`config.mk`:
```
export PLATFORM = sky130hd
export DESIGN_NAME = id_decode_pipe
export DESIGN_NICKNAME = d
export VERILOG_FILES = /design/src/rtl/id_decode_pipe.sv
export SDC_FILE = /design/constraint.sdc
export NUM_CORES = 1
export LEC_CHECK = 0
export CAP_MARGIN = 20
export CORE_MARGIN = 4
export CORE_UTILIZATION = 43
export CTS_CLUSTER_DIAMETER = 50
export CTS_CLUSTER_SIZE = 8
export DETAILED_ROUTE_END_ITERATION = 8
export GPL_ROUTABILITY_DRIVEN = 0
export GPL_TIMING_DRIVEN = 1
export HOLD_SLACK_MARGIN = 0.15
export PLACE_DENSITY = 0.87
export SYNTH_ARGS = -nofsm -noshare
export SYNTH_HDL_FRONTEND = slang
export SYNTH_SLANG_ARGS = --single-unit
```
`constraint.sdc`:
```
create_clock -name clk_i_IDP -period 1.7 [get_ports clk_i_IDP]
set_input_delay 0.17 -clock clk_i_IDP [delete_from_list [all_inputs] [get_ports clk_i_IDP]]
set_output_delay 0.17 -clock clk_i_IDP [all_outputs]
set_load 0.005 [all_outputs]
```
`src/rtl/id_decode_pipe.sv`:
```
// id_decode_pipe: registered RV32I decode stage with valid/ready handshake, one-entry skid buffer and flush
module id_decode_pipe #(
  parameter int XLEN = 32,
  parameter int ADDR_W = 32,
  parameter int REG_AW = 5,
  parameter logic [ADDR_W-1:0] RST_PC = '0,
  parameter logic [31:0] NOP_INSTR = 32'h00000013
) (
  input  logic              clk_i_IDP,
  input  logic              rst_i_IDP,
  input  logic              flush_i_IDP,
  input  logic              in_valid_i_IDP,
  output logic              in_ready_o_IDP,
  input  logic [31:0]       instr_i_IDP,
  input  logic [ADDR_W-1:0] pc_addr_i_IDP,
  output logic              out_valid_o_IDP,
  input  logic              out_ready_i_IDP,
  output logic [31:0]       instr_o_IDP,
  output logic [ADDR_W-1:0] pc_addr_o_IDP,
  output logic [6:0]        opcode_o_IDP,
  output logic [2:0]        func3_o_IDP,
  output logic [6:0]        func7_o_IDP,
  output logic [REG_AW-1:0] rs1_addr_o_IDP,
  output logic [REG_AW-1:0] rs2_addr_o_IDP,
  output logic [REG_AW-1:0] rd_addr_o_IDP,
  output logic              rs1_en_o_IDP,
  output logic              rs2_en_o_IDP,
  output logic              rd_we_o_IDP,
  output logic [XLEN-1:0]   imm_o_IDP,
  output logic              illegal_o_IDP
);
  typedef struct packed {
    logic [31:0]       instr;
    logic [ADDR_W-1:0] pc;
    logic [6:0]        opcode;
    logic [2:0]        func3;
    logic [6:0]        func7;
    logic [REG_AW-1:0] rs1;
    logic [REG_AW-1:0] rs2;
    logic [REG_AW-1:0] rd;
    logic              rs1_en;
    logic              rs2_en;
    logic              rd_we;
    logic [XLEN-1:0]   imm;
    logic              illegal;
  } bundle_t;
  bundle_t m_q, m_d, dec, rst_val;
  logic m_valid_q, m_valid_d, s_valid_q, s_valid_d;
  logic [31:0] s_instr_q, s_instr_d, src;
  logic [ADDR_W-1:0] s_pc_q, s_pc_d, src_pc;
  logic in_xfer, out_xfer, load_m;
  logic [6:0] op;
  logic is_i, is_s, is_b, is_u, is_j, is_r, is_sys;
  always_comb begin
    in_xfer = in_valid_i_IDP & ~s_valid_q;
    out_xfer = m_valid_q & out_ready_i_IDP;
    load_m = s_valid_q ? out_xfer : in_xfer & (~m_valid_q | out_xfer);
    src = s_valid_q ? s_instr_q : instr_i_IDP;
    src_pc = s_valid_q ? s_pc_q : pc_addr_i_IDP;
    op = src[6:0];
    is_i = op == 7'h13 || op == 7'h03 || op == 7'h67;
    is_s = op == 7'h23;
    is_b = op == 7'h63;
    is_u = op == 7'h37 || op == 7'h17;
    is_j = op == 7'h6f;
    is_r = op == 7'h33;
    is_sys = op == 7'h73 || op == 7'h0f;
    dec.instr = src;
    dec.pc = src_pc;
    dec.opcode = op;
    dec.func3 = src[14:12];
    dec.func7 = src[31:25];
    dec.rs1 = REG_AW'(src[19:15]);
    dec.rs2 = REG_AW'(src[24:20]);
    dec.rd = REG_AW'(src[11:7]);
    dec.imm = is_i ? XLEN'($signed(src[31:20])) :
              is_s ? XLEN'($signed({src[31:25], src[11:7]})) :
              is_b ? XLEN'($signed({src[31], src[7], src[30:25], src[11:8], 1'b0})) :
              is_u ? XLEN'($signed({src[31:12], 12'b0})) :
              is_j ? XLEN'($signed({src[31], src[19:12], src[20], src[30:21], 1'b0})) : '0;
    dec.rs1_en = is_i | is_s | is_b | is_r;
    dec.rs2_en = is_s | is_b | is_r;
    dec.rd_we = (is_r | is_i | is_u | is_j) & (|src[11:7]);
    dec.illegal = ~(is_i | is_s | is_b | is_u | is_j | is_r | is_sys);
    rst_val = '0;
    rst_val.instr = NOP_INSTR;
    rst_val.pc = RST_PC;
  end
  always_comb begin
    m_valid_d = ~flush_i_IDP & (load_m | (m_valid_q & ~out_xfer));
    s_valid_d = ~flush_i_IDP & (s_valid_q ? ~out_xfer : in_xfer & m_valid_q & ~out_xfer);
    m_d = flush_i_IDP ? rst_val : load_m ? dec : m_q;
    s_instr_d = s_valid_q ? s_instr_q : instr_i_IDP;
    s_pc_d = s_valid_q ? s_pc_q : pc_addr_i_IDP;
  end
  always_ff @(posedge clk_i_IDP) begin
    if (!rst_i_IDP) begin
      m_valid_q <= 1'b0;
      s_valid_q <= 1'b0;
      m_q <= rst_val;
      s_instr_q <= '0;
      s_pc_q <= '0;
    end else begin
      m_valid_q <= m_valid_d;
      s_valid_q <= s_valid_d;
      m_q <= m_d;
      s_instr_q <= s_instr_d;
      s_pc_q <= s_pc_d;
    end
  end
  assign in_ready_o_IDP = ~s_valid_q;
  assign out_valid_o_IDP = m_valid_q;
  assign instr_o_IDP = m_q.instr;
  assign pc_addr_o_IDP = m_q.pc;
  assign opcode_o_IDP = m_q.opcode;
  assign func3_o_IDP = m_q.func3;
  assign func7_o_IDP = m_q.func7;
  assign rs1_addr_o_IDP = m_q.rs1;
  assign rs2_addr_o_IDP = m_q.rs2;
  assign rd_addr_o_IDP = m_q.rd;
  assign rs1_en_o_IDP = m_q.rs1_en;
  assign rs2_en_o_IDP = m_q.rs2_en;
  assign rd_we_o_IDP = m_q.rd_we;
  assign imm_o_IDP = m_q.imm;
  assign illegal_o_IDP = m_q.illegal;
endmodule

```
### Word level (Yosys, flattened, before mapping)

Cells that the tools add are included.

| operators by class | value |
|---|---|
| equal/unequal tests | 11 |
| reductions and logical operators | 6 |
| multiplexer cells | 9 |
| bitwise operators | 29 |

Operator list:

| cell | count |
|---|---|
| 32-bit 2-to-1 mux | 7 |
| 7-bit equality test (second input constant) | 4 |
| 7-bit by 6-bit equality test with 1-bit output (second input constant) | 3 |
| 7-bit by 5-bit equality test with 1-bit output (second input constant) | 2 |
| 1-bit bitwise OR | 14 |
| 1-bit AND | 9 |
| 7-bit by 2-bit equality test with 1-bit output (second input constant) | 1 |
| 7-bit by 4-bit equality test with 1-bit output (second input constant) | 1 |
| 1-bit inverter | 6 |
| 5-bit OR reduction | 1 |
| 1-bit logical OR | 4 |
| 1-bit 2-to-1 mux | 2 |
| 2-bit OR reduction | 1 |

| word-level totals | value |
|---|---|
| input bits | 69 |
| logic and storage cells | 72 |
| flip-flop bits (word level) | 198 |
| output and inout port bits | 134 |

### Depth between registers and ports, before layout

| logic depth | value |
|---|---|
| depth in word-level cells | 11 |
| gate-level depth with buffers | 8 |
| depth with buffers taken out | 6 |

### Least setup slack after synthesis

OpenSTA, ideal clock, no wires.

| timing path | value |
|---|---|
| kind | register to register |
| from | register s_valid_q |
| to | register m_q, in the netlist imm_o_IDP[24] |
| setup slack | -0.048 ns |
| arrival time | 1.610 ns |
| period minus slack after synthesis | 1.748 ns |
| library setup time | 0.138 ns |
| cell stages (with the launch flop) | 9 |
| required time | 1.562 ns |
| path buffers | 2 |
| cells stage by stage | dfxtp_1 -> buf_6 -> mux2i_1 -> inv_1 -> nor2_1 -> o21ai_2 -> buf_6 -> o211ai_2 -> a21oi_2 |

| between the ends | value |
|---|---|
| longest elaborated chain between the ends | 7 |
| elaborated cells on any way between the ends | 21 |
| classes of those cells | 8 x eq/ne; 7 x mux; 3 x bitwise; 3 x reduce/logical |

RTL lines:

| item | RTL line | RTL |
|---|---|---|
| from (decl) | 48 | `logic m_valid_q, m_valid_d, s_valid_q, s_valid_d;` |
| from (signal assigned) | 105 | `s_valid_q <= s_valid_d;` |
| 32-bit 2-to-1 mux | n/a |  |
| 7-bit equality test, or another cell as far along | 65 | `is_j = op == 7'h6f;` |
| 32-bit 2-to-1 mux / 1-bit logical OR (equally long branches) | 80, 64 |  |
| 32-bit 2-to-1 mux | 79 | `is_u ? XLEN'($signed({src[31:12], 12'b0})) :` |
| 32-bit 2-to-1 mux | 78 | `is_b ? XLEN'($signed({src[31], src[7], src[30:25], src[11:8], 1'b0})) :` |
| 32-bit 2-to-1 mux | 77 | `is_s ? XLEN'($signed({src[31:25], src[11:7]})) :` |
| 32-bit 2-to-1 mux | 76 | `dec.imm = is_i ? XLEN'($signed(src[31:20])) :` |
| to (signal assigned) | 100 | `m_q <= rst_val;` |
| to (signal assigned) | 106 | `m_q <= m_d;` |
| to (decl) | 47 | `bundle_t m_q, m_d, dec, rst_val;` |

Several ways; a longest one is shown, not always the timed one.
A chain may end at the register's enable or synchronous reset.

### Worst setup path in the final report

Same ends and word-level chain as after synthesis.

==> results by group <==
Run status
  • Status: finished, violations left
  • Failing checks: setup timing

Placement
  • Place WS: -383.5 ps
  • IO buf count: 202
  • Dpl cells: 1104
  • Final HPWL DP: 13800 µm
  • Area after DPL: 0.009275 mm²

Routing
  • Drt first pass iters: 5
  • DRT iter0 DRCs: 309
  • Final wirelength: 19840 µm
  • Routed Antenna Nets: 0
  • DR vias: 5965
  • Residual DRC: 0
  • Via density per instance: 5.187
  • Routed wire length per instance: 17.25 µm

STA
  • WHS: 408.3 ps
  • Final setup vio count: 28
  • Final period utilization: 109.0%
  • Setup WS post-layout: -153.1 ps
  • Setup TNS: -2726 ps
  • Worst slew pin tran: 465.3 ps
  • Tmin final: 1853 ps
  • Final hold viol count: 0
  • Final slew viol count: 0
  • Worst rel slew slack: 68.09%
  • RSZ-0062 raised after global routing: yes
  • Fmax: 0.5396 GHz
  • Clock Skew: 6.360 ps

Job
  • Max Cap Violations: 0

Finish
  • Post-layout nets: 995
  • Register area: 0.003387 mm²
  • Final core utilization: 66.64%
  • Multi-input logic area: 0.003134 mm²
  • Final Non-Filler Cells: 1150
  • Synthesis-to-layout area growth: 50.19%
  • Design area: 0.01024 mm²
  • Filler instances: 1158
  • N_diodes: 0
  • Share of layout cells above drive strength 1: 18.10%

Synth
  • Syn nets: 773
  • Top cell type by total area after synthesis: dfxtp_1
  • Most common cell in the netlist: dfxtp_1
  • Post-Syn Area per Cell: 9.688 µm²
  • Register area share after synthesis: 49.61%
  • Mapped Cells: 704
  • Area contributors post-synth: dfxtp_1 50%, mux2i_1 8.7%, a211oi_1 6.4%
  • Warnings, synthesis: 0
  • #FFs+latches synth: 169
  • Synth Flop Type: dfxtp_1
  • Post-synth EDFFs: 0
  • Synth top area share: 49.61%
  • Post-synth cell types: 50
  • Synth top cells by count: 169 x dfxtp_1, 86 x nor2_1, 65 x nor2b_1, 59 x mux2i_1, 58 x a211oi_1
  • Fraction of registers with async set or reset after synthesis: 0%
  • Mapped Area: 0.006820 mm²

Power
  • Switching pwr: 2.468 mW
  • P_int: 6.953 mW
  • Max VDD drop: 687.8 µV
  • Clk pwr share: 41.6%
  • Net switching fraction of the power: 26.20%
  • Pwr Density: 919.7 mW/mm²
  • Reg power frac: 44.9%
  • Lkg Pwr: 3.704 nW
  • Total chip power: 9.421 mW
  • Combinational share of power: 13.5%

Floorplanning
  • Die Outline Area: 0.01794 mm²
  • Initial Util: 44.37%
  • Die W: 133.9 µm
  • Core area: 0.01537 mm²
  • Num rows: 45
  • Die height: 133.9 µm
  • Ports: 203

Global route
  • GR peak layer: met2
  • Largest net degree at the start of global routing: 43
  • First-pass GRT wire length: 30540 µm
  • M3 GR Usage: 4.539%
  • Met2 Use GR: 35.26%
  • Vias in the first global route: 5848
  • Initial antenna violation count: 0
  • Met1 Use GR: 26.53%
  • Global Route Usage Sum: 21.22%
  • Grt ovf: 0

CTS
  • TritonCTS clock tree: yes
  • CTS max path bufs: 2
  • Clk root buf: clkbuf_16
  • Cts bufs inserted: 17
  • Worst-skew pair later-pin latency: 430 ps
  • Reg clk slew, reported paths: 70 ps
  • # clock sinks: 169
  • Number of H-tree levels: 4

Critical path
  • Crit Path Class: reg2reg
  • CP Launch Type: register
  • CP Capture Type: register
  • Crit Path Max Fanout: 6
  • Critical path data required time: 2070 ps
  • Crit path DAT: 2220 ps

Hold path
  • Hold/Removal Path Class: in2reg
[layer usage]
metal  share of wire, %  up-vias  routed length (µm)
met5                  0        -                   0
met4                3.4        0                 665
li1                   -     2875                   -
met2                 48      207                9621
met3                5.7       44                1136
met1                 42     2839                8414
[layout by cell type (no fill, tap or decap), drive strengths merged, types with 7 or more instances in the layout]
cell,netlist,layout
a211oi,58,58
a21oi,32,32
buf,53,75
clkbuf,25,19
clkdlybuf4s50,0,200
dfxtp,169,169
inv,3,12
mux2i,60,60
nand2,42,42
nand2b,12,12
nand3,8,8
nor2,88,88
nor2b,65,65
nor3,7,7
o211ai,13,13
o21ai,30,30
[cell type report]
| class | instances | area share (%) |
|---|---|---|
| repair buffers | 280 | 27.76 |
| flip-flops and latches | 169 | 33.06 |
| clock buffers | 17 | 4.153 |
| well taps | 211 | 2.577 |
| multi-input cells | 455 | 30.60 |
| clock inverters | 15 | 1.734 |
| inverters | 3 | 0.1099 |
[power by group through the flow]
stage                     registers, mW  logic (mW)  clock network (mW)
after floorplan                    4.31       0.540                   0
after global placement             4.31        1.14                   0
after detailed placement           4.32        1.17                   0
after CTS                          4.23        1.22                3.98
after global routing               4.25        1.37                4.13
final                              4.23        1.28                3.92
[sequential cells by signal, summed over array words and instances (netlist names)]
register / count
opcode_o_IDP: 3
out_valid_o_IDP: 1
imm_o_IDP: 32
instr_o_IDP: 32
pc_addr_o_IDP: 32
illegal_o_IDP: 1
rd_we_o_IDP: 1
s_instr_q: 32
s_valid_q: 1
rs1_en_o_IDP: 1
rs2_en_o_IDP: 1
s_pc_q: 32
[worst paths after layout]
path	from	end	slack (ps)	cells past startpoint
setup / recovery	s_valid_q	imm_o_IDP[24]	-150	7
hold / removal	pc_addr_i_IDP[16]	s_pc_q[16]	410	3
setup reg to reg	s_valid_q	imm_o_IDP[24]	-150	7
hold reg to reg	imm_o_IDP[7]	imm_o_IDP[7]	450	2
[worst max-delay path: stages, from the launching register on]
cell and delay, ps:
dfxtp_4 370, or3b_4 420, a22oi_4 270, nand2_4 110
o21ai_4 220, clkbuf_16 190, o211ai_2 80, a21oi_2 130
[what timing repair did]
action	CTS	global route
endpoints found under the setup margin	99	98
cloned	1	3
hold buffers	1	0
resized for setup	20	28
pin swaps	5	11
buffers inserted	2	7
endpoints found under the hold margin	1	0
[kinds of logic after synthesis]
| family | count (synthesis) | share of synthesized area (%) |
|---|---|---|
| muxes | 64 | 9.521 |
| and+or+nand+nor | 238 | 17.23 |
| buffers and inverters | 81 | 6.916 |
| AOI/OAI and AO/OA | 152 | 16.73 |
| DFF | 169 | 49.61 |
Power figures use the tool's default switching activity.
